<file path="src/rtl/freq_meter.sv">
// freq_meter: counts sig_in rising edges over a GATE_CYCLES window.
// Define FREQ_METER_PERIOD_EN to add the period_cycles output.
module freq_meter #(
  parameter int GATE_CYCLES = 50000000,
  parameter int CNT_W       = 32
) (
  input  logic             clk_50MHz,
  input  logic             rst,
  input  logic             sig_in,
  input  logic             start,
  input  logic             continuous,
  output logic             busy,
  output logic [CNT_W-1:0] freq_count,
  output logic             valid,
  output logic             overflow
`ifdef FREQ_METER_PERIOD_EN
  ,
  output logic [CNT_W-1:0] period_cycles
`endif
);

  localparam int GW =
    (GATE_CYCLES > 1) ? $clog2(GATE_CYCLES) : 1;
  localparam logic [GW-1:0] GATE_LAST =
    GW'(GATE_CYCLES - 1);
  localparam logic [CNT_W-1:0] CNT_MAX = '1;

  typedef enum logic [1:0] {
    IDLE,
    ARM,
    MEASURE
  } state_t;

  state_t state, state_nx;

  logic sync_q1, sync_q2, sync_q3;
  logic edge_pulse;

  logic [GW-1:0]    gate_cnt;
  logic             gate_last;
  logic             gate_clr;
  logic             win_end;
  logic             arm_to;

  logic [CNT_W-1:0] edge_cnt;
  logic             ovf_sticky;
  logic             edge_max;
  logic [CNT_W-1:0] fin_cnt;
  logic             fin_ovf;

  // Two-flop synchronizer plus registered rising-edge detector.
  always_ff @(posedge clk_50MHz) begin
    if (rst) begin
      sync_q1    <= 1'b0;
      sync_q2    <= 1'b0;
      sync_q3    <= 1'b0;
      edge_pulse <= 1'b0;
    end else begin
      sync_q1    <= sig_in;
      sync_q2    <= sync_q1;
      sync_q3    <= sync_q2;
      edge_pulse <= sync_q2 & ~sync_q3;
    end
  end

  // FSM state register.
  always_ff @(posedge clk_50MHz) begin
    if (rst) state <= IDLE;
    else     state <= state_nx;
  end

  assign gate_last = (gate_cnt == GATE_LAST);
  assign busy      = (state != IDLE);

  // Next-state and window control strobes.
  always_comb begin
    state_nx = state;
    gate_clr = 1'b0;
    win_end  = 1'b0;
    arm_to   = 1'b0;
    unique case (state)
      IDLE: begin
        if (start) begin
          state_nx = ARM;
          gate_clr = 1'b1;
        end
      end
      ARM: begin
        if (edge_pulse) begin
          state_nx = MEASURE;
          gate_clr = 1'b1;
        end else if (gate_last) begin
          arm_to   = 1'b1;
          gate_clr = 1'b1;
          state_nx = continuous ? ARM : IDLE;
        end
      end
      MEASURE: begin
        if (gate_last) begin
          win_end  = 1'b1;
          gate_clr = 1'b1;
          state_nx = continuous ? MEASURE : IDLE;
        end
      end
      default: state_nx = IDLE;
    endcase
  end

  // Gate counter: runs in ARM and MEASURE, cleared before it can wrap.
  always_ff @(posedge clk_50MHz) begin
    if (rst)           gate_cnt <= '0;
    else if (gate_clr) gate_cnt <= '0;
    else if (busy)     gate_cnt <= gate_cnt + GW'(1);
  end

  assign edge_max = (edge_cnt == CNT_MAX);
  assign fin_cnt  = (edge_pulse && !edge_max) ?
                    edge_cnt + CNT_W'(1) : edge_cnt;
  assign fin_ovf  = ovf_sticky | (edge_pulse & edge_max);

  // Saturating edge counter with sticky overflow per window.
  always_ff @(posedge clk_50MHz) begin
    if (rst) begin
      edge_cnt   <= '0;
      ovf_sticky <= 1'b0;
    end else if (gate_clr) begin
      edge_cnt   <= '0;
      ovf_sticky <= 1'b0;
    end else if (state == MEASURE && edge_pulse) begin
      if (edge_max) ovf_sticky <= 1'b1;
      else          edge_cnt   <= edge_cnt + CNT_W'(1);
    end
  end

  // Result registers, updated with a one-cycle valid.
  always_ff @(posedge clk_50MHz) begin
    if (rst) begin
      freq_count <= '0;
      overflow   <= 1'b0;
      valid      <= 1'b0;
    end else begin
      valid <= win_end | arm_to;
      if (win_end) begin
        freq_count <= fin_cnt;
        overflow   <= fin_ovf;
      end else if (arm_to) begin
        freq_count <= '0;
        overflow   <= 1'b0;
      end
    end
  end

`ifdef FREQ_METER_PERIOD_EN
  // since_cnt == 0 means no edge seen yet in this window.
  logic [CNT_W-1:0] since_cnt;
  logic [CNT_W-1:0] per_cnt;

  // Interval between the last two edge pulses of the window.
  always_ff @(posedge clk_50MHz) begin
    if (rst) begin
      since_cnt     <= '0;
      per_cnt       <= '0;
      period_cycles <= '0;
    end else begin
      if (arm_to) begin
        period_cycles <= '0;
      end else if (win_end) begin
        if (edge_pulse && since_cnt != '0)
          period_cycles <= since_cnt;
        else
          period_cycles <= per_cnt;
      end
      if (state == ARM && edge_pulse) begin
        since_cnt <= CNT_W'(1);
        per_cnt   <= '0;
      end else if (win_end) begin
        since_cnt <= '0;
        per_cnt   <= '0;
      end else if (state == MEASURE) begin
        if (edge_pulse) begin
          if (since_cnt != '0) per_cnt <= since_cnt;
          since_cnt <= CNT_W'(1);
        end else if (since_cnt != '0 &&
                     since_cnt != CNT_MAX) begin
          since_cnt <= since_cnt + CNT_W'(1);
        end
      end
    end
  end
`endif

endmodule

</file>
<file path="config.mk">
export PLATFORM = sky130hd
export DESIGN_NAME = freq_meter
export DESIGN_NICKNAME = d
export VERILOG_FILES = /design/src/rtl/freq_meter.sv
export SDC_FILE = /design/constraint.sdc
export NUM_CORES = 1
export LEC_CHECK = 0
export ABC_CLOCK_PERIOD_IN_PS = 5800
export BUFFER_PORTS_ARGS = -buffer_cell sky130_fd_sc_hd__clkbuf_2
export CELL_PAD_IN_SITES_DETAIL_PLACEMENT = 1
export CELL_PAD_IN_SITES_GLOBAL_PLACEMENT = 2
export CORE_ASPECT_RATIO = 1.1
export CORE_MARGIN = 3
export CORE_UTILIZATION = 39
export DETAILED_ROUTE_END_ITERATION = 7
export PLACE_DENSITY_LB_ADDON = 0.1
export REMOVE_ABC_BUFFERS = 1
export SYNTH_ARGS = -nofsm -noshare
export SYNTH_HDL_FRONTEND = slang
export SYNTH_SLANG_ARGS = --single-unit
</file>
<file path="constraint.sdc">
create_clock -name clk_50MHz -period 5.8 [get_ports clk_50MHz]
set_input_delay 1.16 -clock clk_50MHz [delete_from_list [all_inputs] [get_ports clk_50MHz]]
set_output_delay 1.16 -clock clk_50MHz [all_outputs]
set_load 0.01 [all_outputs]
</file>
==> insert_results.sql, run 1 <==
INSERT INTO impl_metrics (metric_group, metric, value, unit) VALUES
('hold_path', 'worst_hold_path.endpoint', 'edge_pulse', ''),
('power_and_ir_drop', 'power.share.switching', '21.6', '%'),
('synth', 'netlist_area', '4570', 'µm²'),
('sta', 'tns', '0', 'ns'),
('floorplanning', 'fp.dieH', '119', 'µm'),
('placement', 'globalplace.congestion', '0.780', ''),
('route', 'vias', '3718', ''),
('synth', 'synth_largest_area_cell', 'sky130_fd_sc_hd__dfxtp_1', ''),
('clock_network', 'cts_tree', 'built', ''),
('route', 'drt_iter0_drc', '152', ''),
('sta', 'finalWorstPathRequiredPeriod', '2.77', 'ns'),
('power_and_ir_drop', 'seq_power_share', '50.4', '%'),
('route', 'routed_via_density', '5.31', ''),
('power_and_ir_drop', 'max-vdd-ir-drop', '0.000168', 'V'),
('synth', 'synth-async-reset-ratio', '0', '%'),
('clock_network', 'tritoncts_num_sinks', '99', ''),
('setup_path', 'worst-endpoint-arrival', '2.99', 'ns'),
('setup_path', 'worst_setup_sp_type', 'flop', ''),
('clock_network', 'cts.repair_timing.setup_buffer_count', '0', ''),
('placement', 'number_of_port_buffers', '39', ''),
('job', 'drv_cap', '0', ''),
('route', 'drt.antenna.violating_nets', '0', ''),
('floorplanning', 'core_area', '11200', 'µm²'),
('hold_path', 'min_path_type', 'reg -> reg', ''),
('synth', 'synth_top_area_share', '43.4', '%'),
('clock_network', 'cts_hold_buffers', '0', ''),
('setup_path', 'cp.required', '6.02', 'ns'),
('setup_path', 'worst_r2r_path_depth', '8', ''),
('sta', 'worst-slew-pin-transition', '1.10', 'ns'),
('hold_path', 'min_from', 'sync_q3', ''),
('route', 'route.detailed.wl_per_inst', '16.3', 'µm'),
('sta', 'timing.clock.skew', '0.00706', 'ns'),
('power_and_ir_drop', 'power_leakage', '1.74', 'nW'),
('sta', 'fin_worst_hold_slack', '0.390', 'ns'),
('clock_network', 'numCtsBuffers', '9', ''),
('placement', 'area_after_dpl', '4840', 'µm²'),
('run_status', 'status', 'complete, no violations', ''),
('global_routing', 'grt_pass1_wl', '19.6', 'mm'),
('global_routing', 'pin_count_of_the_biggest_net_entering_global_routing', '47', ''),
('synth', 'synth_warnings', '0', ''),
('cells_and_area', 'diodes', '0', ''),
('global_routing', 'first_global_vias', '3865', ''),
('synth', 'synth_edf_count', '0', ''),
('floorplanning', 'floorplan.rows', '40', ''),
('clock_network', 'worstSkewPairLatency', '0.35', 'ns'),
('setup_path', 'cp_max_fo', '46', ''),
('sta', 'period_share', '47.7', '%'),
('clock_network', 'cts_repair_resize_count', '0', ''),
('route', 'post-route-drc-count', '0', ''),
('cells_and_area', 'layout.area.seq', '1980', 'µm²'),
('sta', 'max_freq', '362', 'MHz'),
('power_and_ir_drop', 'net-switching-power', '293', 'µW'),
('power_and_ir_drop', 'internal_power', '1.06', 'mW'),
('sta', 'slew_viol_final', '0', ''),
('route', 'detailedRoute.firstPassIterationCount', '4', ''),
('synth', 'post_synth.cell_area_avg', '8.67', 'µm²'),
('clock_network', 'cts_root_buffer', 'sky130_fd_sc_hd__clkbuf_16', ''),
('clock_network', 'clock_slew_seen_by_the_registers_of_the_worst_setup_and_hold_paths', '0.07', 'ns'),
('cells_and_area', 'finish.net_count', '555', ''),
('hold_path', 'timing.hold.worst_path_depth', '1', ''),
('cells_and_area', 'final_layout_size_suffix_gt1_share', '12.1', '%'),
('sta', 'hold_violations', '0', ''),
('clock_network', 'htreeDepth', '3', ''),
('synth', 'synthFlopType', 'sky130_fd_sc_hd__dfxtp_1', ''),
('floorplanning', 'io-pin-count', '40', ''),
('setup_path', 'worstReg2RegStart', 'gate_cnt[0]', ''),
('sta', 'rsz0062_at_grt', 'false', ''),
('route', 'totalWireLength', '11.4', 'mm'),
('power_and_ir_drop', 'power.clock.fraction', '47.1', '%'),
('setup_path', 'regToRegSetupSlack', '3.03', 'ns'),
('cells_and_area', 'number_of_filler_instances_in_the_final_layout', '1307', '');
-- metal layers --
| metal | track usage (%) | vias up | wire length [µm] | part of all wire, % |
|---|---|---|---|---|
| met2 | 32.0 | 34 | 5670 | 50 |
| met3 | 2.80 | 18 | 210 | 1.8 |
| met4 | 8.50 | 0 | 266 | 2.3 |
| li1 | - | 1853 | - | - |
| met1 | 23.4 | 1813 | 5240 | 46 |
| met5 | 0 | - | 0 | 0 |
-- worst max path at each step --
stage,from,end,slack [ns],cells after the start
after global routing,gate_cnt[0],freq_count[12],2.61,7
after CTS,gate_cnt[0],freq_count[30],2.93,7
after global placement,rst,freq_count[30],3.00,4
final,gate_cnt[0],gate_cnt[6],3.03,8
after detailed placement,rst,freq_count[26],2.94,4
after floorplan,edge_cnt[0],freq_count[21],3.04,7
-- cells by family (layout without fill, tap and decap cells) --
| logic type | after synthesis | count (layout) | synth area share (%) |
|---|---|---|---|
| buffers and inverters | 42 | 68 | 4.05 |
| xor gates and xnor gates | 87 | 87 | 16.7 |
| adders and majority gates | 2 | 2 | 0.548 |
| muxes | 1 | 1 | 0.219 |
| AOI/OAI and AO/OA | 45 | 45 | 8.00 |
| DFF | 99 | 99 | 43.4 |
| and+or+nand+nor | 251 | 251 | 27.1 |
-- registers in the layout, summed over array words and instances, names as in the netlist --
register / flops
overflow: 1
sync_q1: 1
freq_count: 32
state: 2
edge_cnt: 32
sync_q2: 1
ovf_sticky: 1
edge_pulse: 1
sync_q3: 1
gate_cnt: 26
valid: 1
-- cell usage after synthesis, types with 3 or more instances --
cell type                   instances
sky130_fd_sc_hd__clkbuf_1          18
sky130_fd_sc_hd__xnor2_1           20
sky130_fd_sc_hd__and2_1             6
sky130_fd_sc_hd__nor2_1            77
sky130_fd_sc_hd__nor2b_1            5
sky130_fd_sc_hd__xor2_1            67
sky130_fd_sc_hd__and3_1             9
sky130_fd_sc_hd__and4_1             4
sky130_fd_sc_hd__o2bb2ai_1         30
sky130_fd_sc_hd__nand4_1           29
sky130_fd_sc_hd__dfxtp_1           99
sky130_fd_sc_hd__nand3_1           37
sky130_fd_sc_hd__buf_2             13
sky130_fd_sc_hd__inv_1              9
sky130_fd_sc_hd__nor3_1            14
sky130_fd_sc_hd__a21oi_1            5
sky130_fd_sc_hd__nand2_1           47
sky130_fd_sc_hd__a32o_1             3
sky130_fd_sc_hd__or3_1              4
sky130_fd_sc_hd__nor4_1             9
-- through the flow --
| stage | setup WS, ns | instances | utilization (%) | power (mW) |
|---|---|---|---|---|
| finish | 3.03 | 700 | 46.2 | 1.36 |
| global route | 2.61 | 700 | 46.2 | 1.41 |
| CTS | 2.93 | 700 | 46.2 | 1.38 |
| detailed placement | 2.94 | 684 | 43.4 | 0.734 |
| global placement | 3.00 | 684 | 43.4 | 0.733 |
| floorplan | 3.04 | 494 | - | 0.719 |
-- area by class of cell --
class,count,area share (%)
Timing Repair Buffer,43,4.37
Multi-Input combinational cell,386,46.9
Tap cell,147,3.57
Inverter,9,0.656
Clock buffer,10,4.44
Clock inverter,6,1.55
Sequential cell,99,38.5
-- placed cells by master, fill, tap and decap left out, drive strengths merged --
master / count
dfxtp: 99
nor2: 79
xor2: 67
clkbuf: 49
nand2: 47
nand3: 37
o2bb2ai: 30
nand4: 30
xnor2: 20
nor3: 17
inv: 9
nor4: 9
and3: 9
and2: 6
nor2b: 5
a21oi: 5
and4: 4
or3: 4
clkinv: 4
buf: 4
a32o: 3
o21ai: 2
ha: 2
bufinv: 2
a31oi: 2
nor4b: 1
a21o: 1
nand2b: 1
or2: 1
mux2i: 1
a2bb2oi: 1
or4: 1
o2111ai: 1
-- critical path: stages (launching register included) --
cell	delay, ns
sky130_fd_sc_hd__dfxtp_1	0.37
sky130_fd_sc_hd__ha_1	0.21
sky130_fd_sc_hd__nand4_1	0.19
sky130_fd_sc_hd__nor3_1	0.23
sky130_fd_sc_hd__nand4_1	0.26
sky130_fd_sc_hd__o21ai_0	0.26
sky130_fd_sc_hd__a21o_1	0.43
sky130_fd_sc_hd__buf_4	0.55
sky130_fd_sc_hd__nor2_1	0.11
-- power by group through the flow --
stage	logic, mW	clock network (mW)	registers, mW
after floorplan	0.0197	0	0.699
after global placement	0.0334	0	0.700
after detailed placement	0.0344	0	0.700
after CTS	0.0345	0.657	0.684
after global routing	0.0379	0.683	0.684
final	0.0341	0.640	0.684
No activity file was read; power rests on OpenSTA's default activity.
==> run 2, diff against run 1 <==
--- a/config.mk
+++ b/config.mk
@@ -5,13 +5,13 @@
 export SDC_FILE = /design/constraint.sdc
 export NUM_CORES = 1
 export LEC_CHECK = 0
-export ABC_CLOCK_PERIOD_IN_PS = 5800
+export ABC_CLOCK_PERIOD_IN_PS = 2200
 export BUFFER_PORTS_ARGS = -buffer_cell sky130_fd_sc_hd__clkbuf_2
 export CELL_PAD_IN_SITES_DETAIL_PLACEMENT = 1
 export CELL_PAD_IN_SITES_GLOBAL_PLACEMENT = 2
 export CORE_ASPECT_RATIO = 1.1
 export CORE_MARGIN = 3
-export CORE_UTILIZATION = 39
+export CORE_UTILIZATION = 33
 export DETAILED_ROUTE_END_ITERATION = 7
 export PLACE_DENSITY_LB_ADDON = 0.1
 export REMOVE_ABC_BUFFERS = 1
==> constraint.sdc (replaced) <==
create_clock -name clk_50MHz -period 2.2 [get_ports clk_50MHz]
set_input_delay 0.44 -clock clk_50MHz [delete_from_list [all_inputs] [get_ports clk_50MHz]]
set_output_delay 0.44 -clock clk_50MHz [all_outputs]
set_load 0.01 [all_outputs]
==> run 2 against run 1 <==
Net effect: register-to-register slack worse by 2.8 ns; global-route usage down 2.3 points; non-clock buffer count up 41; first-iteration DRC count down 32%; die area up 17%; maximum frequency up 38%; power rose to 2.5 times the previous value; cell count up 11%; count of clock-buffer cells in the layout unchanged; flip-flop and latch count unchanged; hold slack worse by 0.096 ns; largest power group unchanged; highest routed layer unchanged.
==> insert_results.sql, run 2 (synthesis results as in run 1) <==
INSERT INTO impl_metrics (metric_group, metric, value, unit) VALUES
('run_status', 'status', 'complete, no violations', ''),
('cells_and_area', 'largestRegisters', 'edge_cnt: 32 flops, freq_count: 32 flops, gate_cnt: 26 flops', ''),
('floorplanning', 'floorplan.initialDensity', '34.1', '%'),
('route', 'drt_iter0_drc', '104', ''),
('clock_network', 'clock_slew_seen_by_the_registers_of_the_worst_setup_and_hold_paths', '0.07', 'ns'),
('cells_and_area', 'number_of_filler_instances_in_the_final_layout', '1583', ''),
('cells_and_area', 'layout.area.seq', '1980', 'µm²'),
('clock_network', 'cts_tree', 'built', ''),
('setup_path', 'crit_slowest_cell', 'sky130_fd_sc_hd__dfxtp_1', ''),
('setup_path', 'cp.required', '2.43', 'ns'),
('placement', 'globalplace.congestion', '0.781', ''),
('sta', 'finalWorstPathRequiredPeriod', '2.01', 'ns'),
('sta', 'worst-slew-pin-transition', '0.534', 'ns'),
('sta', 'hold_violations', '0', ''),
('setup_path', 'worst_setup_sp_type', 'flop', ''),
('setup_path', 'timing.critical_path.to_type', 'flop', ''),
('sta', 'max_slew_headroom_at_the_worst_pin', '64.4', '%'),
('global_routing', 'groute.layer.met3.usage', '2.92', '%'),
('global_routing', 'globalRoute.busiestLayer', 'met2', ''),
('floorplanning', 'fp.dieH', '129', 'µm'),
('global_routing', 'grt_remaining_overflow', '0', ''),
('placement', 'number_of_port_buffers', '39', ''),
('setup_path', 'cp_max_fo', '39', ''),
('power_and_ir_drop', 'p_per_area', '608', 'nW/µm²'),
('floorplanning', 'floorplan.rows', '44', ''),
('clock_network', 'htreeDepth', '3', ''),
('clock_network', 'worstSkewPairLatency', '0.35', 'ns'),
('sta', 'timing.final.ws_setup', '0.189', 'ns'),
('setup_path', 'criticalPathCategory', 'reg -> reg', ''),
('placement', 'area_after_dpl', '5200', 'µm²'),
('clock_network', 'tritoncts_num_sinks', '99', ''),
('route', 'detailedRoute.firstPassIterationCount', '4', ''),
('floorplanning', 'die-width', '118', 'µm'),
('route', 'post-route-drc-count', '0', ''),
('sta', 'fin_worst_hold_slack', '0.294', 'ns'),
('setup_path', 'worst-endpoint-arrival', '2.24', 'ns'),
('sta', 'max_freq', '497', 'MHz'),
('job', 'drv_cap', '0', ''),
('route', 'drt.antenna.violating_nets', '0', ''),
('cells_and_area', 'finish.net_count', '596', ''),
('floorplanning', 'floorplan.die_area', '15300', 'µm²'),
('sta', 'slew_viol_final', '0', ''),
('cells_and_area', 'final_layout_size_suffix_gt1_share', '20.7', '%'),
('placement', 'place_hpwl', '8.64', 'mm'),
('global_routing', 'initial_antenna_violation_count', '0', ''),
('global_routing', 'first_global_vias', '4050', ''),
('global_routing', 'track_usage', '16.6', '%'),
('sta', 'timing.clock.skew', '0.0120', 'ns'),
('global_routing', 'grt_pass1_wl', '20.4', 'mm'),
('setup_path', 'critPathMaxStageDelay', '0.38', 'ns'),
('floorplanning', 'io-pin-count', '40', ''),
('sta', 'period_share', '91.4', '%'),
('cells_and_area', 'diodes', '0', ''),
('route', 'routed_via_density', '4.91', ''),
('route', 'vias', '3823', ''),
('global_routing', 'grtUsageMet2', '30.6', '%'),
('route', 'totalWireLength', '12.0', 'mm'),
('setup_path', 'critPathMostFrequentCell', 'sky130_fd_sc_hd__nand4_1', ''),
('route', 'route.detailed.wl_per_inst', '15.4', 'µm'),
('clock_network', 'clock_tree.buffer_depth', '2', ''),
('cells_and_area', 'most_frequent_standard_cell_in_the_layout_excluding_fill_and_tap_cells', 'sky130_fd_sc_hd__dfxtp_1', ''),
('placement', 'pre_cts_setup_slack', '0.0325', 'ns'),
('clock_network', 'numCtsBuffers', '9', ''),
('floorplanning', 'core_area', '13400', 'µm²'),
('cells_and_area', 'syn2layout_area_growth', '22.4', '%'),
('setup_path', 'worstPathCellList', 'ha_1 > nand4_1 > nor3_1 > nand4_1 > buf_4 > a31oi_1 > a21o_2 > buf_12 > nor2_1', ''),
('global_routing', 'pin_count_of_the_biggest_net_entering_global_routing', '40', ''),
('cells_and_area', 'final_cell_area', '5590', 'µm²'),
('cells_and_area', 'layout_common_cells', 'sky130_fd_sc_hd__dfxtp_1, sky130_fd_sc_hd__nor2_1, sky130_fd_sc_hd__xor2_1', ''),
('power_and_ir_drop', 'power_leakage', '1.97', 'nW'),
('sta', 'setup_viol', '0', ''),
('cells_and_area', 'multiInputGateArea', '2500', 'µm²'),
('sta', 'tns', '0', 'ns'),
('global_routing', 'grt_use_met1', '19.2', '%'),
('clock_network', 'cts_root_buffer', 'sky130_fd_sc_hd__clkbuf_16', ''),
('power_and_ir_drop', 'max-vdd-ir-drop', '0.000327', 'V'),
('hold_path', 'min_path_type', 'in -> reg', '');
-- run 2: cell count changes in the layout (fill, tap and decap cells not counted), moves of 2 or more --
cell | previous run | this run
sky130_fd_sc_hd__buf_12 | 0 | 3
sky130_fd_sc_hd__buf_4 | 4 | 41
sky130_fd_sc_hd__bufinv_16 | 2 | 0
sky130_fd_sc_hd__clkinv_4 | 0 | 2
sky130_fd_sc_hd__nor2_1 | 76 | 72
sky130_fd_sc_hd__nor2_2 | 3 | 5
sky130_fd_sc_hd__nor2_4 | 0 | 2
sky130_fd_sc_hd__nor3_1 | 14 | 11
sky130_fd_sc_hd__nor3_2 | 2 | 4
sky130_fd_sc_hd__nor4_1 | 9 | 5
sky130_fd_sc_hd__nor4_2 | 0 | 4
sky130_fd_sc_hd__or3_1 | 4 | 2
sky130_fd_sc_hd__or3_4 | 0 | 2
-- run 2: final cells by class --
cell class              instances  area share [%]
flip-flops and latches         99            35.5
multi-input cells             386            44.7
clock buffers                  10            4.10
repair buffers                 84            10.3
well taps                     184            4.12
inverters                       9           0.604
clock inverters                 6           0.739
-- run 2: repair_timing --
item                                    CTS  global route
endpoints found under the setup margin    0            92
buffers inserted                          0             3
gates resized for setup                   0            19
hold buffers                              0             0
-- run 2: final timing paths --
| check | cells past startpoint | slack (ns) | from | end |
|---|---|---|---|---|
| min | 2 | 0.29 | sig_in | sync_q1 |
| min reg2reg | 1 | 0.41 | sync_q3 | edge_pulse |
| max | 9 | 0.19 | gate_cnt[0] | gate_cnt[21] |
| max reg2reg | 9 | 0.19 | gate_cnt[0] | gate_cnt[21] |
-- run 2: worst max-delay path: cells and delay by family (launching register included) --
family	cells	cell delay (ns)
fa+ha+maj	1	0.20
buf+inv	2	0.40
simple gates	4	0.54
flops	1	0.38
compound gates	2	0.37
-- run 2: report_power, final --
part	total (mW)	internal (mW)	switching [mW]	leakage, nW
clock network	1.49	0.770	0.716	0.137
registers	1.80	1.80	0.00641	0.798
logic	0.108	0.0340	0.0737	1.03
-- run 2: through the flow --
stage          instances  power [mW]  util, %
2_1_floorplan        494        1.90        -
3_3_place_gp         759        1.95     38.9
3_5_place_dp         759        1.95     38.9
4_1_cts              775        3.45     40.9
5_1_grt              778        3.52     41.8
6_report             778        3.40     41.8
-- run 2: routing by layer --
layer | wire length [µm] | vias up
met5 | 0 | -
met4 | 182 | 0
met3 | 230 | 11
met2 | 6180 | 28
met1 | 5400 | 1856
li1 | - | 1928
